**src/rtl/ysyx_25060170_pkg.sv**
```systemverilog
// Purpose: shared types and constants for the ysyx_25060170 instruction fetch unit.
// Latency: n/a (declarations only).
// Backpressure: n/a.
package ysyx_25060170_pkg;

  localparam int unsigned XLEN = 32;

  localparam logic [XLEN-1:0] RESET_PC_DEFAULT = 32'h8000_0000;

  // addi x0, x0, 0 -- substituted for faulted fetches so IDU never decodes garbage
  localparam logic [XLEN-1:0] NOP_INST = 32'h0000_0013;

  typedef enum logic [1:0] {
    IDLE = 2'd0,
    REQ  = 2'd1,
    WAIT = 2'd2,
    OUT  = 2'd3
  } ifu_state_e;

  // Fetch addresses are always word aligned; low bits of a target are dropped.
  function automatic logic [XLEN-1:0] word_align(input logic [XLEN-1:0] addr);
    return addr & ~32'h3;
  endfunction

endpackage

```
**src/rtl/ysyx_25060170_pc_reg.sv**
```systemverilog
// Purpose: architectural PC register with redirect-over-increment priority.
// Latency: next PC visible one cycle after redirect_valid or advance.
// Backpressure: none; holds its value when neither redirect nor advance is asserted.
//
// Ports:
//   clk, rst        core clock, async active-low reset (pc <= RESET_PC)
//   redirect_valid  load word-aligned redirect_pc (wins over advance)
//   redirect_pc     redirect target, bits [1:0] ignored
//   advance         step pc by 4 (modulo 2^32)
//   pc              current PC
module ysyx_25060170_pc_reg
  import ysyx_25060170_pkg::*;
#(
  parameter logic [XLEN-1:0] RESET_PC = RESET_PC_DEFAULT
) (
  input  logic            clk,
  input  logic            rst,
  input  logic            redirect_valid,
  input  logic [XLEN-1:0] redirect_pc,
  input  logic            advance,
  output logic [XLEN-1:0] pc
);

  logic [XLEN-1:0] pc_next;

  always_comb begin
    pc_next = pc;
    if (redirect_valid) begin
      pc_next = word_align(redirect_pc);
    end else if (advance) begin
      pc_next = pc + 32'd4;  // wraps naturally at 2^32
    end
  end

  always_ff @(posedge clk or negedge rst) begin
    if (!rst) begin
      pc <= RESET_PC;
    end else begin
      pc <= pc_next;
    end
  end

endmodule

```
**src/rtl/ysyx_25060170_ifu.sv**
```systemverilog
// Purpose: instruction fetch unit; owns PC, fetches words from imem, presents {pc, inst} to IDU.
// Latency: 3 cycles per instruction with zero-wait memory (REQ, WAIT, OUT); one request outstanding.
// Backpressure: holds the presented instruction and issues no new request while inst_ready_i is low.
//
// Ports:
//   clk, rst                          core clock, async active-low reset
//   imem_req_valid_o/ready_i/addr_o   fetch request channel (addr = pc)
//   imem_resp_valid_i/rdata_i/err_i   fetch response, one pulse per accepted request
//   redirect_valid_i/pc_i             WBU control-flow redirect
//   inst_valid_o/ready_i              handshake toward IDU carrying pc_o, inst_o, fetch_err_o
//   fetch_cnt_o                       instructions accepted by IDU (wrapping)
module ysyx_25060170_ifu
  import ysyx_25060170_pkg::*;
#(
  parameter logic [XLEN-1:0] RESET_PC = RESET_PC_DEFAULT
) (
  input  logic            clk,
  input  logic            rst,
  output logic            imem_req_valid_o,
  input  logic            imem_req_ready_i,
  output logic [XLEN-1:0] imem_addr_o,
  input  logic            imem_resp_valid_i,
  input  logic [XLEN-1:0] imem_rdata_i,
  input  logic            imem_resp_err_i,
  input  logic            redirect_valid_i,
  input  logic [XLEN-1:0] redirect_pc_i,
  output logic            inst_valid_o,
  input  logic            inst_ready_i,
  output logic [XLEN-1:0] pc_o,
  output logic [XLEN-1:0] inst_o,
  output logic            fetch_err_o,
  output logic [31:0]     fetch_cnt_o
);

  ifu_state_e      state;
  logic            kill;
  logic            advance;
  logic [XLEN-1:0] pc;

  // Only an accepted, non-redirected instruction moves the PC forward.
  assign advance = (state == OUT) && inst_ready_i && !redirect_valid_i;

  ysyx_25060170_pc_reg #(
    .RESET_PC (RESET_PC)
  ) u_pc_reg (
    .clk            (clk),
    .rst            (rst),
    .redirect_valid (redirect_valid_i),
    .redirect_pc    (redirect_pc_i),
    .advance        (advance),
    .pc             (pc)
  );

  // pc is a flop, so the address is registered and tracks a redirect one cycle later.
  assign imem_addr_o = pc;

  always_ff @(posedge clk or negedge rst) begin
    if (!rst) begin
      state            <= IDLE;
      kill             <= 1'b0;
      imem_req_valid_o <= 1'b0;
      inst_valid_o     <= 1'b0;
      pc_o             <= RESET_PC;
      inst_o           <= '0;
      fetch_err_o      <= 1'b0;
      fetch_cnt_o      <= '0;
    end else begin
      unique case (state)
        IDLE: begin
          state            <= REQ;
          imem_req_valid_o <= 1'b1;
        end
        REQ: begin
          if (imem_req_ready_i) begin
            state            <= WAIT;
            imem_req_valid_o <= 1'b0;
            // request already left with the old pc; its response must be discarded
            kill             <= redirect_valid_i;
          end
        end
        WAIT: begin
          if (kill || redirect_valid_i) begin
            if (imem_resp_valid_i) begin
              state            <= REQ;
              imem_req_valid_o <= 1'b1;
              kill             <= 1'b0;
            end else begin
              kill <= 1'b1;
            end
          end else if (imem_resp_valid_i) begin
            state        <= OUT;
            inst_valid_o <= 1'b1;
            pc_o         <= pc;
            inst_o       <= imem_resp_err_i ? NOP_INST : imem_rdata_i;
            fetch_err_o  <= imem_resp_err_i;
          end
        end
        OUT: begin
          if (redirect_valid_i || inst_ready_i) begin
            state            <= REQ;
            imem_req_valid_o <= 1'b1;
            inst_valid_o     <= 1'b0;
            // a redirect squashes the held instruction even if IDU takes it this cycle
            if (!redirect_valid_i) begin
              fetch_cnt_o <= fetch_cnt_o + 32'd1;
            end
          end
        end
        default: begin
          state            <= IDLE;
          imem_req_valid_o <= 1'b0;
          inst_valid_o     <= 1'b0;
        end
      endcase
    end
  end

endmodule

```
**config.mk**
```make
export PLATFORM = sky130hd
export DESIGN_NAME = ysyx_25060170_ifu
export DESIGN_NICKNAME = d
export VERILOG_FILES = /design/src/rtl/ysyx_25060170_pkg.sv /design/src/rtl/ysyx_25060170_pc_reg.sv /design/src/rtl/ysyx_25060170_ifu.sv
export SDC_FILE = /design/constraint.sdc
export NUM_CORES = 1
export LEC_CHECK = 0
export ABC_AREA = 1
export BUFFER_PORTS_ARGS = -buffer_cell sky130_fd_sc_hd__buf_4
export CORE_MARGIN = 2
export CORE_UTILIZATION = 25
export CTS_BUF_LIST = sky130_fd_sc_hd__clkbuf_4 sky130_fd_sc_hd__clkbuf_8 sky130_fd_sc_hd__clkbuf_16
export CTS_CLUSTER_DIAMETER = 120
export DETAILED_ROUTE_END_ITERATION = 8
export PLACE_DENSITY = 0.55
export SYNTH_ARGS = -nofsm -noshare
export SYNTH_HDL_FRONTEND = slang
export SYNTH_SLANG_ARGS = --single-unit
```
**constraint.sdc**
```tcl
create_clock -name clk -period 2.4 [get_ports clk]
set_input_delay 0.12 -clock clk [delete_from_list [all_inputs] [get_ports clk]]
set_output_delay 0.12 -clock clk [all_outputs]
set_load 0.02 [all_outputs]
```
==> reports/metrics.yaml, run 1 <==
run_status:
  outcome: "finished, final reports clean"
clock_tree:
  cts_root_buffer: "clkbuf_16"
  cts_made_buffers: 17
  cts-resized-gates: 0
  cts_setup_buffers: 0
  cts.sinks: 130
  cts_tree: "built"
  cts_htree_levels: 4
  cts_buffer_depth: 2
  ctsHoldBuffers: 58
  clk_pin_slew_ps: 60
  worstSkewPairLatency_ps: 430
die:
  initial_core_util: 0.2538
  coreArea_mm2: 0.02591
  die_area_mm2: 0.02762
  fp.dieW_um: 166.2
  fp-row-count: 59
  ios: 202
  die_h_um: 166.2
global_routing:
  grt_overflow: 0
  track_usage: 0.1569
  grt_pass1_wl_mm: 34.31
  grt_pass1_vias: 6197
  grt_antenna_before_repair: 4
  grt_max_degree: 54
timing:
  fin_ws_ps: 478.3
  hold_ws_ps: 17.93
  rsz0062_at_grt: "no"
  fin_crit_sh: 0.8007
  finalSetupTns_ps: 0
  timing.final.hold_violations: 0
  period_needed_ps: 1922
  fin_skew_ps: 16.01
  final_max_slew_viol_count: 0
  fmax_mhz: 520.4
  final-setup-viol-count: 0
placed_design:
  dp_slack_ps: 436.5
  place_congestion: 0.8592
  dp_hpwl_mm: 16.06
  io_buffer_count: 195
worst_setup_path:
  critPathArrivalTime_ps: 2240
  crit_required_ps: 2710
  path_class: "register to register"
  crit_path_start_kind: "register"
  path_cells: "inv_1, ha_1, nand3_4, nor2_2, inv_2, nor2_2, buf_4, inv_2, o22a_1"
  cp_max_fo: 19
  crit_path_top_delay_cell: "dfrtp_1"
  end_kind: "register"
  max_stage_delay_ps: 400
routing:
  drc_errors: 0
  drt_wl_total_mm: 21.37
  wl_per_cell_um: 14.96
  num_vias: 6252
  drt_iter0_markers: 409
  detail_route.vias_per_cell: 4.375
  drtAntennaViolNets: 0
  drtPass1Iterations: 4
cells_and_area:
  multiInputGateArea_mm2: 0.002887
  syn_to_final_growth_pct: 46.08
  fillCellCount: 2672
  fin_util: 0.3708
  layout_common_cells: "nand2_1 (273), buf_4 (204), dfrtp_1 (128), nor2_1 (98), inv_1 (70)"
  layout-drive-gt1-share: 0.2420
  nNetsFinal: 1154
  final_common_cell: "nand2_1"
  ff_latch_area_mm2: 0.003256
logic_synthesis:
  ys_ff_latch: 130
  synth_compound_area_frac: 0.09304
  synthAdderAreaFrac: 0.009513
  synth-warning-count: 0
  ys_seq_area_frac: 0.4951
  synth_top_family_by_area: "simple AND/OR/NAND/NOR gates"
  syn-cell-area_mm2: 0.006576
  synthCells: 819
  synth-simple-area-share: 0.2888
  muxShareOfSynthArea: 0
  ys_types: 37
  synth-xor-area-share: 0.04528
  avgSynthCellArea_um2: 8.030
run:
  maxCapViolCount: 0
power:
  irDropWorstVdd_v: 0.0005053
  power_w: 0.009179
  leakage_nw: 4.779
  p_per_area_mw_per_mm2: 955.5
min_path:
  hold_path_class: "primary input to register"
==> path summary, 6_finish.rpt <==
path,start,endpoint,slack (ps),depth (start not counted)
setup / recovery,state[0],inst_o[1],480,9
hold / removal,redirect_pc_i[11],u_pc_reg.pc[11],20,4
setup reg to reg,state[0],inst_o[1],480,9
hold reg to reg,pc_o[17],pc_o[17],480,2
max in group asynchronous,rst,state[0],1550,3
min in group asynchronous,rst,pc_o[28],150,2
==> metrics by stage <==
stage	instances	instance area [um2]
floorplan	822	6588
global placement	1336	8408
detailed placement	1336	8408
CTS	1426	9599
global route	1426	9599
finish	1429	9607
==> final cells by class <==
cell class              count  share of cell area
diodes                      3           0.0007815
clock buffers              17             0.04428
clock inverters            15             0.01928
inverters                  75             0.02956
multi-input cells         590              0.3005
flip-flops and latches    130              0.3389
well taps                 335             0.04363
repair buffers            264              0.2231
==> layer usage <==
metal | global-route usage | share of wire | vias up
met4 | 0.03819 | 0.011 | 4
met2 | 0.2484 | 0.46 | 195
met5 | 0 | 0.0013 | -
li1 | - | - | 3124
met3 | 0.04957 | 0.071 | 18
met1 | 0.2088 | 0.46 | 2911
==> flip-flops by register name (all words and copies together), names as in the netlist <==
register	cells
fetch_err_o	1
inst_valid_o	1
u_pc_reg.pc	30
imem_req_valid_o	1
inst_o	32
pc_o	30
state	2
fetch_cnt_o	32
kill	1
==> cell usage after synthesis, drive strengths merged <==
cell    number  area, um2
a21oi       10      50.05
a22o        29      254.0
a31oi        2      12.51
and2         1      6.260
and3         1      6.260
buf         19      131.4
clkbuf       8      30.03
conb         1      3.750
dfrtp      128       3203
dfstp        2      52.55
ha           5      62.56
inv         75      284.0
nand2      276       1049
nand3       50      275.3
nand3b       1      7.510
nand4        9      56.30
nor2       112      484.2
nor3         3      15.01
o211ai       3      22.52
o21a         1      7.510
o21ai       43      215.2
o21bai       2      15.01
o221ai       1      8.760
o22a         3      26.28
xnor2       10      87.58
xor2        24      210.2
==> kinds of logic (layout without fill, tap and decap cells) <==
logic type / Yosys count / after routing
flops: 130 / 130
fa+ha+maj: 5 / 5
xor+xnor: 34 / 34
compound gates: 94 / 94
simple gates: 453 / 453
other cells: 1 / 7
buf+inv: 102 / 371
==> power breakdown <==
part	total [W]	leakage [nW]	switching (W)	internal, W
logic	0.00315	2.79	0.00177	0.00138
clock network	0.00269	0.302	0.00118	0.00151
registers	0.00334	1.69	0.000516	0.00283
==> critical path, delay by kind of cell, from the launching register on <==
family,cells,cell delay [ps]
AO/OA/AOI/OAI,1,160
buffers and inverters,4,580
AND/OR/NAND/NOR,3,400
flip-flops,1,400
adder cells (fa/ha/maj),1,270
Power figures use the tool's default switching activity.
==> run 2: changes to the inputs <==
Settings changed: PLACE_DENSITY 0.55 to 0.56.
Clock period 2.4 ns to 1.7 ns, I/O delays scaled along.
==> run 2 against run 1 <==
  * Highest routed layer is now met4
  * Sequential share of layout area shrank 1.6 points
  * Setup slack got worse by 390 ps
  * Largest power group is now combinational logic
  * Via count rose by 4.6%
  * Clock power increased by 44%
  * Cell area is 4.9% higher
  * Wire length increased by 4.9%
==> reports/metrics.yaml, run 2 (synthesis results as in run 1) <==
worst_setup_path:
  critPathArrivalTime_ps: 1910
  rrSetupSlack_ps: 90
  end_kind: "register"
  crit_path_start_kind: "register"
  path_class: "register to register"
  cp_max_fo: 7
  crit_required_ps: 2000
global_routing:
  grt_pass1_vias: 6498
  grt_pass1_wl_mm: 35.37
  track_usage: 0.1625
  grt_overflow: 0
  grt_max_degree: 49
  grt_antenna_before_repair: 2
cells_and_area:
  syn_to_final_growth_pct: 53.25
  final_cells: 1477
  layout_common_cells: "nand2_1 (272), buf_4 (243), dfrtp_1 (127), nor2_1 (94), inv_1 (70)"
  layout-drive-gt1-share: 0.2783
  top_regs: "fetch_cnt_o x32, inst_o x32"
  nNetsFinal: 1202
  fillCellCount: 2628
  final_common_cell: "nand2_1"
die:
  initial_core_util: 0.2538
  fp.dieW_um: 166.2
  die_area_mm2: 0.02762
  die_h_um: 166.2
  coreArea_mm2: 0.02591
  fp-row-count: 59
  ios: 202
timing:
  period_needed_ps: 1610
  timing.final.hold_violations: 0
  final-setup-viol-count: 0
  finalSetupTns_ps: 0
  final_max_slew_viol_count: 0
  fin_crit_sh: 0.9473
  fmax_mhz: 621.0
  rsz0062_at_grt: "yes"
  fin_skew_ps: 8.232
power:
  power_w: 0.01327
  p_per_area_mw_per_mm2: 1316
  irDropWorstVdd_v: 0.0009124
  p_sw_w: 0.004926
  p_sw_frac: 0.3714
  pwr-share-seq: 0.352
  leakage_nw: 5.039
  combPwrFrac: 0.355
  intPower_w: 0.008339
  clkPwrFrac: 0.293
placed_design:
  io_buffer_count: 195
  placed_cells: 1374
  dp_hpwl_mm: 16.66
  place_congestion: 0.8514
clock_tree:
  cts_tree: "built"
  worstSkewPairLatency_ps: 420
  cts_buffer_depth: 2
  cts_made_buffers: 17
  clk_pin_slew_ps: 70
  cts.sinks: 130
  cts_root_buffer: "clkbuf_16"
  cts_htree_levels: 4
routing:
  drt_wl_total_mm: 22.43
  drc_errors: 0
  wl_per_cell_um: 15.19
  drtPass1Iterations: 5
  num_vias: 6541
  drt_iter0_markers: 354
  detail_route.vias_per_cell: 4.429
  drtAntennaViolNets: 0
run:
  maxCapViolCount: 0
run_status:
  outcome: "finished, final reports clean"
min_path:
  hold_path_class: "primary input to register"
run 2: power by group through the flow:
stage	logic (W)	registers, W	clock network, W
global placement	0.00453	0.00471	0
floorplan	0.00132	0.00567	0
global route	0.00508	0.00481	0.00414
detailed placement	0.00458	0.00472	0
CTS	0.00471	0.00468	0.00398
finish	0.00471	0.00467	0.00388
run 2: cell type report:
cell class                      count  area (um2)  share of cell area
Antenna cell                        3       7.507           0.0007449
Clock buffer                       17       425.4             0.04221
Clock inverter                     15       182.7             0.01813
Inverter                           75       284.0             0.02818
Multi-Input combinational cell    590        2927              0.2904
Sequential cell                   130        3257              0.3232
Tap cell                          335       419.2             0.04159
Timing Repair Buffer              312        2576              0.2556
run 2: worst max-delay path, stage by stage (launching register included):
cell and delay (ps):
dfrtp_1 400, buf_4 150, ha_2 180, nand3_4 110
nor2_4 40, inv_2 110, nor2_4 50, buf_12 130
buf_4 130, a22o_1 180
run 2: final timing paths:
| check | startpoint | to | cells past startpoint |
|---|---|---|---|
| worst max-delay path | state[1] | inst_o[30] | 9 |
| max in group asynchronous | rst | inst_o[4] | 3 |
| min in group asynchronous | rst | fetch_cnt_o[25] | 2 |
| worst min-delay path | redirect_pc_i[11] | u_pc_reg.pc[11] | 4 |
| worst max register to register | state[1] | inst_o[30] | 9 |
| worst min register to register | pc_o[12] | pc_o[12] | 2 |
run 2: through the flow:
step / hold WS, ps / util / cell area (um2) / setup WS, ps
after floorplan: -210.6 / - / 6588 / 94.00
after global placement: 35.30 / 0.3374 / 8743 / 57.45
after detailed placement: 32.97 / 0.3374 / 8743 / 5.315
after CTS: 52.26 / 0.3851 / 9977 / 30.78
after global routing: 71.52 / 0.3888 / 10070 / -26.21
final: 77.53 / 0.3890 / 10080 / 89.61
run 2: metal layers:
layer  GRT usage  wire length (um)  part of all wire
met1      0.2113             10020              0.45
met2      0.2643             10480              0.47
met3     0.04623              1507             0.067
met4     0.04612               426             0.019
met5           0                 0                 0
run 2: repair_timing:
item | 4_1_cts | 5_1_grt
gates resized for setup | 1 | 12
hold buffers | 62 | 0
endpoints found under the setup margin | 3 | 49
buffers inserted | 0 | 6
endpoints found under the hold margin | 170 | 0
